File: src/rtl/fetch_prefetch.sv
`default_nettype none
// ============================================================================
// Module   : fetch_prefetch
// Purpose  : Instruction-fetch stage with a prefetch FIFO and PC redirect.
// Revision : 1.0 - initial release
// ============================================================================
module fetch_prefetch #(
    parameter logic [31:0] PC_RESET  = 32'h0000_0000,
    parameter int unsigned DEPTH     = 4,
    parameter logic [31:0] NOP_INSTR = 32'h0000_0013
) (
    input  logic                     clk,
    input  logic                     rst,
    output logic [31:0]              main_memory_instr_addr,
    input  logic [31:0]              main_memory_instr,
    output logic                     main_memory_instr_req,
    input  logic                     main_memory_instr_ack,
    output logic [31:0]              fetch_instr,
    output logic [31:0]              pc,
    input  logic                     writeback_change_pc,
    input  logic [31:0]              writeback_next_pc,
    input  logic                     execute_change_pc,
    input  logic [31:0]              execute_next_pc,
    input  logic                     stall,
    input  logic                     flush,
    output logic                     next_clk_en,
    output logic [$clog2(DEPTH):0]   buffer_level
);

    localparam int unsigned c_PTR_W   = $clog2(DEPTH);
    localparam int unsigned c_LVL_W   = c_PTR_W + 1;
    localparam int unsigned c_STATE_W = 2;
    localparam logic [c_LVL_W-1:0] c_DEPTH = c_LVL_W'(DEPTH);

    typedef enum logic [c_STATE_W-1:0] {
        ST_FETCH   = 2'd0,
        ST_FULL    = 2'd1,
        ST_DISCARD = 2'd2
    } state_t;

    state_t              r_state;
    logic [31:0]         r_fetch_pc;
    logic [31:0]         r_addr;
    logic                r_req;
    logic [31:0]         r_fetch_instr;
    logic [31:0]         r_pc;
    logic                r_next_clk_en;
    logic [c_PTR_W-1:0]  r_wr_ptr;
    logic [c_PTR_W-1:0]  r_rd_ptr;
    logic [c_LVL_W-1:0]  r_level;
    logic [31:0]         r_fifo_instr [DEPTH];
    logic [31:0]         r_fifo_pc    [DEPTH];

    logic                w_redirect;
    logic [31:0]         w_target;
    logic                w_hold;
    logic                w_push;
    logic                w_pop;
    logic [c_LVL_W-1:0]  w_level_next;
    logic [31:0]         w_fetch_pc_next;
    logic                w_room;

    always_comb begin
        w_redirect      = writeback_change_pc | execute_change_pc;
        w_target        = (writeback_change_pc ? writeback_next_pc : execute_next_pc)
                          & 32'hFFFF_FFFC;
        // A pending request with no ack keeps req/addr frozen.
        w_hold          = r_req & ~main_memory_instr_ack;
        w_push          = r_req & main_memory_instr_ack & ~w_redirect
                          & (r_state != ST_DISCARD);
        w_pop           = ~w_redirect & ~flush & ~stall & (r_level != '0);
        w_level_next    = r_level + c_LVL_W'(w_push) - c_LVL_W'(w_pop);
        w_fetch_pc_next = w_push ? (r_fetch_pc + 32'd4) : r_fetch_pc;
        w_room          = (w_level_next < c_DEPTH);
    end

    // Storage array carries no reset; occupancy is tracked by the pointers.
    always_ff @(posedge clk) begin
        if (w_push) begin
            r_fifo_instr[r_wr_ptr] <= main_memory_instr;
            r_fifo_pc[r_wr_ptr]    <= r_addr;
        end
    end

    always_ff @(posedge clk or negedge rst) begin
        if (!rst) begin
            r_state       <= ST_FETCH;
            r_fetch_pc    <= PC_RESET;
            r_addr        <= PC_RESET;
            r_req         <= 1'b0;
            r_fetch_instr <= NOP_INSTR;
            r_pc          <= PC_RESET;
            r_next_clk_en <= 1'b0;
            r_wr_ptr      <= '0;
            r_rd_ptr      <= '0;
            r_level       <= '0;
        end else begin
            if (w_redirect || flush) begin
                r_next_clk_en <= 1'b0;
            end else if (w_pop) begin
                r_fetch_instr <= r_fifo_instr[r_rd_ptr];
                r_pc          <= r_fifo_pc[r_rd_ptr];
                r_next_clk_en <= 1'b1;
            end else if (!stall) begin
                r_next_clk_en <= 1'b0;
            end

            if (w_redirect) begin
                r_wr_ptr <= '0;
                r_rd_ptr <= '0;
                r_level  <= '0;
            end else begin
                if (w_push) begin
                    r_wr_ptr <= r_wr_ptr + 1'b1;
                end
                if (w_pop) begin
                    r_rd_ptr <= r_rd_ptr + 1'b1;
                end
                r_level <= w_level_next;
            end

            // The stale response of an unacked request is drained in DISCARD.
            if (w_redirect) begin
                r_fetch_pc <= w_target;
                if (w_hold) begin
                    r_state <= ST_DISCARD;
                end else begin
                    r_req   <= 1'b1;
                    r_addr  <= w_target;
                    r_state <= ST_FETCH;
                end
            end else begin
                r_fetch_pc <= w_fetch_pc_next;
                if (!w_hold) begin
                    r_addr <= w_fetch_pc_next;
                    if (w_room) begin
                        r_req   <= 1'b1;
                        r_state <= ST_FETCH;
                    end else begin
                        r_req   <= 1'b0;
                        r_state <= ST_FULL;
                    end
                end
            end
        end
    end

    assign main_memory_instr_addr = r_addr;
    assign main_memory_instr_req  = r_req;
    assign fetch_instr            = r_fetch_instr;
    assign pc                     = r_pc;
    assign next_clk_en            = r_next_clk_en;
    assign buffer_level           = r_level;

endmodule
`default_nettype wire

File: config.mk
export PLATFORM = sky130hd
export DESIGN_NAME = fetch_prefetch
export DESIGN_NICKNAME = d
export VERILOG_FILES = /design/src/rtl/fetch_prefetch.sv
export SDC_FILE = /design/constraint.sdc
export NUM_CORES = 1
export LEC_CHECK = 0
export ABC_AREA = 1
export BUFFER_PORTS_ARGS = -buffer_cell sky130_fd_sc_hd__buf_2
export CAP_MARGIN = 20
export CORE_MARGIN = 2
export CORE_UTILIZATION = 58
export CTS_BUF_LIST = sky130_fd_sc_hd__clkbuf_4 sky130_fd_sc_hd__clkbuf_8 sky130_fd_sc_hd__clkbuf_16
export CTS_CLUSTER_DIAMETER = 100
export DETAILED_ROUTE_END_ITERATION = 12
export PLACE_DENSITY_LB_ADDON = 0.25
export SLEW_MARGIN = 20
export SYNTH_ARGS = -nofsm -noshare
export SYNTH_HDL_FRONTEND = slang
export SYNTH_SLANG_ARGS = --single-unit
File: constraint.sdc
create_clock -name clk -period 5.75 [get_ports clk]
set_input_delay 0.575 -clock clk [delete_from_list [all_inputs] [get_ports clk]]
set_output_delay 0.575 -clock clk [all_outputs]
set_load 0.005 [all_outputs]
==> results.tsv, run 1 <==
stage	metric	value	unit
outcome	outcome	finished, final reports clean	
worst_setup_path	reg-to-reg critical path endpoint	r_rd_ptr[1]	
synth	Synthesized Nets	1597	
cells_and_area	fin area	18600	um^2
power	switching pwr	1.36	mW
synth	synth top area cells	edfxtp_1 48%, dfrtp_1 21%, nor2_1 9.7%, o21ai_0 5.3%, nand2_1 4.3%	
timing	relative slew slack	32.8	%
global_routing	first-pass GRT wire length	55.9	mm
worst_setup_path	Crit path arrival time	3.80	ns
timing	fmax	292	MHz
floorplan	Initial Util	59.2	%
power	Sequential Power Share	52.4	%
worst_setup_path	critical path startpoint	writeback_change_pc	
cells_and_area	Synth-to-Final Area Change	16.3	%
floorplan	Die Wd	170	um
worst_setup_path	worst path required time	6.12	ns
route	final wirelength	35.5	mm
placed_design	dpl ws	1.81	ns
clock_network	clock net sink count	395	
synth	Post-Syn Instances	1486	
route	drt drc	0	
worst_setup_path	slowest cell on the critical path	buf_4	
floorplan	row cnt	60	
global_routing	Congestion Overflow GR	0	
synth	post-synth cell types	43	
placed_design	gp weighted congestion	0.943	
min_path	worst hold path class	in2async	
clock_network	CTS tree	yes	
placed_design	Port Buf Inserts	199	
global_routing	initial antenna violation count	3	
timing	hold_ws	0.122	ns
power	worst vdd ir	0.186	mV
clock_network	CTS Buf Count	40	
worst_setup_path	CP top delay family	buffers and inverters	
worst_setup_path	CP cell instances	buf_2, inv_2, nand2_1, buf_4, or2_1, nor3_4, buf_4, buf_4, nand2_1, o21ai_0, a21oi_1	
cells_and_area	Finished Core Util	68.9	%
global_routing	vias in the first global route	10794	
timing	Layout Skew	0.0193	ns
floorplan	Top Ports	204	
synth	Avg Cell Area, Syn	10.8	um^2
timing	worst setup margin	2.32	ns
worst_setup_path	Worst Path Max Fanout	90	
power	pwr dens	336	nW/um^2
timing	Pins Over Slew Limit	0	
timing	RSZ-0062 raised after global routing	no	
timing	Setup-failing EPs final	0	
route	Pre-antenna DRT Iters	7	
placed_design	DP Wirelength	21.1	mm
floorplan	Die ar.	28900	um^2
timing	actual slew at the worst max-slew pin	1.01	ns
worst_setup_path	crit path launch type	input port	
power	Clk pwr share	41.2	%
route	wire length per cell	17.4	um
timing	Final TNS setup	0	ns
route	vias post-DR	11168	
cells_and_area	NumNets Final	1777	
power	Sw Ratio	21.8	%
clock_network	CTS clk-pin slew, worst paths	0.06	ns
floorplan	core area	27000	um^2
global_routing	largest net degree at the start of global routing	113	
worst_setup_path	Crit path buffers/inverters	5	
route	DRT antenna net count	0	
worst_setup_path	flop-to-flop setup slack	2.99	ns
power	Int Pwr	4.89	mW
worst_setup_path	CP Class	in2reg	
worst_setup_path	R2R cell count	8	
worst_setup_path	largest stage delay on the critical path	0.79	ns
worst_setup_path	CP most frequent cell	buf_4	
synth	synthesis-stage register bit count	395	
worst_setup_path	Worst setup EP type	flip-flop	
synth	Synth top area share	48.0	%
route	vias per cell	5.47	
route	DR iter-0 viols	789	
clock_network	Root Driver	clkbuf_16	
clock_network	clk_lat worst skew	0.52	ns
job	max-cap viol count	0	
synth	Netlist Area Pre-Place	16000	um^2
cells_and_area	layout cells sized above 1	18.1	%
placed_design	Area after DPL	17300	um^2
floorplan	die height	170	um
synth	YS warnings	0	
clock_network	CTS Buffer Depth	3	
clock_network	# Post-CTS Setup Buffers	0	
worst_setup_path	Crit Reg-Reg Startpoint	buffer_level[1]	
clock_network	CTS Hold Buffers Added	0	
power	leakage power	7.75	nW
timing	crit path time final	3.43	ns
clock_network	PostCTS Resize Cnt	0	
global_routing	gr usage total	25.0	%
synth	cell taking the most area after synthesis	edfxtp_1	
power	Comb pwr share	6.3	%
timing	final worst-path cycle share	59.6	%
synth	Seq/Total Area, Yosys	69.8	%
clock_network	H-tree depth	2	
timing	final hold viol count	0	
## worst register-to-register path, cell delays in order, from the launching register on
cell and delay [ns]:
dfrtp_1 0.42, or2_2 0.17, nor2_1 0.06, nor3_4 0.18
buf_4 0.42, buf_4 0.81, nand2_1 0.28, o21ai_0 0.21
a21oi_1 0.06
## layout make-up
| type | count | area (um^2) |
|---|---|---|
| flip-flops and latches | 395 | 11200 |
| fillers | 2016 | 8410 |
| multi-input cells | 949 | 4300 |
| clock buffers | 56 | 1170 |
| repair buffers | 215 | 1130 |
| well taps | 341 | 427 |
| inverters | 65 | 245 |
| clock inverters | 17 | 166 |
| diodes | 2 | 5.00 |
## worst max path at each step
stage | endpoint | cells after the start | slack [ns]
finish | r_rd_ptr[1] | 11 | 2.32
global route | r_rd_ptr[1] | 11 | 2.02
CTS | r_rd_ptr[1] | 11 | 2.35
detailed placement | r_rd_ptr[1] | 11 | 1.81
global placement | r_rd_ptr[1] | 11 | 1.92
floorplan | r_fifo_instr[0][0] | 5 | 1.31
## cell usage in the layout (no fill, tap or decap), drive strengths merged, types with 2 or more instances in the layout
cell | Yosys | final
clkbuf | 49 | 56
buf | 28 | 215
o21bai | 5 | 5
edfxtp | 256 | 256
a31oi | 66 | 66
nand4 | 5 | 5
nor2 | 419 | 419
o22ai | 5 | 5
dfrtp | 136 | 136
clkinv | 1 | 15
nor3 | 8 | 8
and2 | 2 | 2
dfstp | 3 | 3
or2 | 2 | 2
bufinv | 0 | 3
ha | 7 | 7
nand3 | 50 | 50
a21oi | 9 | 9
diode | 0 | 2
o21ai | 175 | 175
inv | 64 | 63
nand2 | 185 | 185
## synthesized netlist by cell type, drive strengths merged
cell type  instances
clkbuf            49
a21o               1
nand3             50
nand2            185
nand4              5
o21bai             5
nor2             419
o21ai            175
a31oi             66
inv               64
edfxtp           256
or2                2
nor3               8
and3               1
o31ai              1
o22ai              5
and2               2
dfstp              3
a21boi             1
clkinv             1
buf               28
nor4               1
o21a               1
nor3b              1
a21oi              9
dfrtp            136
a22o               1
nand3b             1
o2bb2ai            1
fa                 1
ha                 7
## cells by family after synthesis
logic type | Yosys count | synth area share (%)
compound gates | 266 | 9.06
buf+inv | 142 | 3.52
flops | 395 | 69.8
fa+ha+maj | 8 | 0.672
simple gates | 675 | 16.9
## flip-flops by register name (all words and copies together) (netlist names)
register / count
main_memory_instr_req: 1
pc: 32
next_clk_en: 1
r_wr_ptr: 2
buffer_level: 3
main_memory_instr_addr: 32
r_fifo_pc: 128
r_fifo_instr: 128
r_state: 2
fetch_instr: 32
r_rd_ptr: 2
r_fetch_pc: 32
## routing by layer
layer | GRT usage, % | part of all wire [%] | vias to the layer above
li1 | - | - | 5420
met1 | 34.0 | 44 | 5289
met2 | 41.3 | 47 | 379
met3 | 4.19 | 6.4 | 78
met4 | 8.81 | 3.2 | 2
met5 | 0 | 0.025 | -
## per-stage QoR
| step | power (mW) | instances |
|---|---|---|
| finish | 6.25 | 2040 |
| CTS | 6.29 | 2038 |
| global placement | 3.71 | 1965 |
| detailed placement | 3.73 | 1965 |
| global route | 6.47 | 2040 |
| floorplan | 3.50 | 1486 |
## power by group through the flow
stage | logic (mW) | registers [mW] | clock network (mW)
2_1_floorplan | 0.188 | 3.31 | 0
3_3_place_gp | 0.386 | 3.33 | 0
3_5_place_dp | 0.398 | 3.33 | 0
4_1_cts | 0.400 | 3.28 | 2.61
5_1_grt | 0.451 | 3.29 | 2.72
6_report | 0.394 | 3.28 | 2.58
Power figures use the tool's default switching activity.
==> inputs of run 2 (changes only) <==
--- a/config.mk
+++ b/config.mk
@@ -5,11 +5,11 @@
 export SDC_FILE = /design/constraint.sdc
 export NUM_CORES = 1
 export LEC_CHECK = 0
-export ABC_AREA = 1
+export ABC_AREA = 0
 export BUFFER_PORTS_ARGS = -buffer_cell sky130_fd_sc_hd__buf_2
 export CAP_MARGIN = 20
 export CORE_MARGIN = 2
-export CORE_UTILIZATION = 58
+export CORE_UTILIZATION = 52
 export CTS_BUF_LIST = sky130_fd_sc_hd__clkbuf_4 sky130_fd_sc_hd__clkbuf_8 sky130_fd_sc_hd__clkbuf_16
 export CTS_CLUSTER_DIAMETER = 100
 export DETAILED_ROUTE_END_ITERATION = 12
==> constraint.sdc (replaced) <==
create_clock -name clk -period 2.97 [get_ports clk]
set_input_delay 0.297 -clock clk [delete_from_list [all_inputs] [get_ports clk]]
set_output_delay 0.297 -clock clk [all_outputs]
set_load 0.005 [all_outputs]
==> run 2 against run 1 <==
Final cell count down 24%. Non-clock buffer count up 48. Sequential power up 90%. Combinational power up 73%. Global-route usage down 3.0 points. Setup slack worse by 1.9 ns. Critical path type is now reg2reg. Largest power group unchanged.
==> results.tsv, run 2 <==
stage	metric	value	unit
outcome	outcome	finished, final reports clean	
synth	Synthesized Nets	986	
route	vias post-DR	8787	
power	pwr dens	636	nW/um^2
power	worst vdd ir	0.401	mV
job	max-cap viol count	0	
clock_network	clk_lat worst skew	0.53	ns
floorplan	Die ar.	31100	um^2
cells_and_area	Finished Core Util	64.1	%
clock_network	CTS clk-pin slew, worst paths	0.06	ns
timing	fmax	385	MHz
route	drt drc	0	
worst_setup_path	Crit Reg-Reg Startpoint	main_memory_instr_req	
floorplan	core area	29400	um^2
cells_and_area	NumNets Final	1245	
synth	cell taking the most area after synthesis	edfxtp_1	
min_path	hold_sp	main_memory_instr[26]	
worst_setup_path	Crit path arrival time	2.98	ns
synth	most common cell in the netlist	edfxtp_1	
synth	Synth top area share	49.8	%
timing	relative slew slack	55.7	%
cells_and_area	Synth-to-Final Area Change	22.3	%
cells_and_area	layout cells sized above 1	39.0	%
timing	Final TNS setup	0	ns
floorplan	Top Ports	204	
synth	post-synth cell types	50	
global_routing	initial antenna violation count	0	
min_path	worst hold path class	in2reg	
synth	top_reg_cell synth	edfxtp_1	
route	vias per cell	5.65	
clock_network	clock net sink count	395	
worst_setup_path	CP Class	reg2reg	
worst_setup_path	R2R cell count	12	
timing	final hold viol count	0	
clock_network	CTS Buf Count	41	
cells_and_area	commonest non-fill, non-tap cell in the layout	edfxtp_1	
synth	Avg Cell Area, Syn	17.6	um^2
timing	actual slew at the worst max-slew pin	0.664	ns
clock_network	CTS tree	yes	
clock_network	H-tree depth	2	
global_routing	gr usage total	22.0	%
cells_and_area	Top Registers	r_fifo_instr (128), r_fifo_pc (128)	
route	DR iter-0 viols	595	
timing	worst setup margin	0.375	ns
worst_setup_path	reg-to-reg critical path endpoint	main_memory_instr_req	
cells_and_area	Layout Cells excl Fill	1556	
clock_network	PostCTS Resize Cnt	0	
synth	synthesis-stage register bit count	395	
timing	Layout Skew	0.0189	ns
clock_network	# Post-CTS Setup Buffers	0	
global_routing	Congestion Overflow GR	0	
worst_setup_path	worst path required time	3.35	ns
route	wire length per cell	21.3	um
global_routing	largest net degree at the start of global routing	68	
power	leakage power	7.26	nW
timing	Pins Over Slew Limit	0	
synth	Synth async-reset ratio	35.2	%
floorplan	die height	176	um
synth	YS warnings	0	
clock_network	CTS Buffer Depth	3	
cells_and_area	commonest cells after routing, fill and taps aside	256 x edfxtp_1, 198 x buf_2, 134 x dfrtp_1, 72 x mux2_2, 64 x mux4_2	
clock_network	Root Driver	clkbuf_16	
floorplan	Die Wd	176	um
placed_design	DP Wirelength	21.0	mm
placed_design	gp weighted congestion	0.888	
timing	crit path time final	2.60	ns
synth	Seq/Total Area, Yosys	72.4	%
placed_design	DP Cell Count	1449	
min_path	Hold Path End	r_fifo_instr[0][26]	
synth	Post-Syn Instances	875	
route	final wirelength	33.2	mm
synth	synth top area cells	edfxtp_1 50%, dfrtp_1 22%, mux4_2 9.3%, mux2_2 5.3%, a21oi_1 1.6%	
min_path	Hold Path Stages	1	
floorplan	Initial Util	52.4	%
worst_setup_path	Worst Path Max Fanout	7	
timing	Setup-failing EPs final	0	
clock_network	CTS Hold Buffers Added	32	
floorplan	row cnt	63	
worst_setup_path	crit path launch type	flip-flop	
synth	most frequent cells after synthesis	256 x edfxtp_1, 136 x dfrtp_1, 72 x mux2_2	
worst_setup_path	flop-to-flop setup slack	0.37	ns
timing	final worst-path cycle share	87.4	%
cells_and_area	diodes inserted	0	
route	DRT antenna net count	0	
global_routing	vias in the first global route	8932	
timing	RSZ-0062 raised after global routing	no	
timing	hold_ws	0.0414	ns
synth	Post-synth EDFFs	256	
placed_design	Port Buf Inserts	199	
global_routing	first-pass GRT wire length	51.6	mm
placed_design	dpl ws	0.179	ns
synth	Netlist Area Pre-Place	15400	um^2
route	Pre-antenna DRT Iters	5	
worst_setup_path	Worst setup EP type	flip-flop	
[run 2: cell types whose count changed after synthesis, sizes merged, moves of 17 or more]
cell / delta
clkbuf: -17
mux2: +72
nand3: -38
a21oi: +40
a31oi: -63
nand2: -165
o22ai: +19
nor2: -386
mux4: +64
inv: -55
o21ai: -163
[run 2: report_power, final]
group | switching, mW | total (mW) | internal, mW
Sequential | 0.163 | 6.24 | 6.08
Clock | 2.04 | 5.07 | 3.04
Combinational | 0.364 | 0.681 | 0.317
[run 2: layout make-up]
cell class,count,area [um^2]
clock inverters,12,103
flip-flops and latches,395,11200
clock buffers,63,1260
repair buffers,263,1740
inverters,9,33.8
fillers,2110,10500
well taps,390,488
multi-input cells,424,4060
[run 2: critical path: stages (launching register included)]
cell and delay (ns):
dfrtp_1 0.40, nand2_1 0.23, nor3_4 0.25, inv_2 0.06, ha_1 0.26, inv_1 0.06
ha_1 0.13, inv_1 0.05, fa_1 0.37, xor2_1 0.16, and2_1 0.16, nor3_1 0.21
nand2_1 0.11
[run 2: cells by family (layout without fill, tap and decap cells)]
| logic type | count (synthesis) | in the layout | synth area share (%) |
|---|---|---|---|
| compound gates | 111 | 111 | 4.32 |
| xor+xnor | 26 | 26 | 1.48 |
| fa+ha+maj | 8 | 8 | 0.698 |
| buf+inv | 56 | 347 | 1.46 |
| flops | 395 | 395 | 72.4 |
| mux | 137 | 137 | 14.7 |
| simple gates | 142 | 142 | 4.95 |
[run 2: stage by stage]
stage | area [um^2] | total power, mW
global placement | 17200 | 6.98
CTS | 18900 | 12.1
detailed placement | 17200 | 7.01
floorplan | 15400 | 6.60
finish | 18900 | 12.0
global route | 18900 | 12.4
[run 2: per-layer routing]
layer | vias up | GRT usage [%] | wire length (um)
met3 | 46 | 3.23 | 1610
met5 | - | 0 | 0
met2 | 242 | 36.6 | 16500
li1 | 3969 | - | -
met4 | 0 | 5.44 | 582
met1 | 4530 | 31.1 | 14500
[run 2: worst max path at each step]
stage / to / slack [ns] / start
after floorplan: main_memory_instr_req / 0.06 / writeback_change_pc
after global placement: main_memory_instr_req / 0.22 / execute_change_pc
after detailed placement: main_memory_instr_req / 0.18 / execute_change_pc
after CTS: main_memory_instr_req / 0.37 / main_memory_instr_req
after global routing: main_memory_instr_req / 0.14 / main_memory_instr_req
final: main_memory_instr_req / 0.37 / main_memory_instr_req
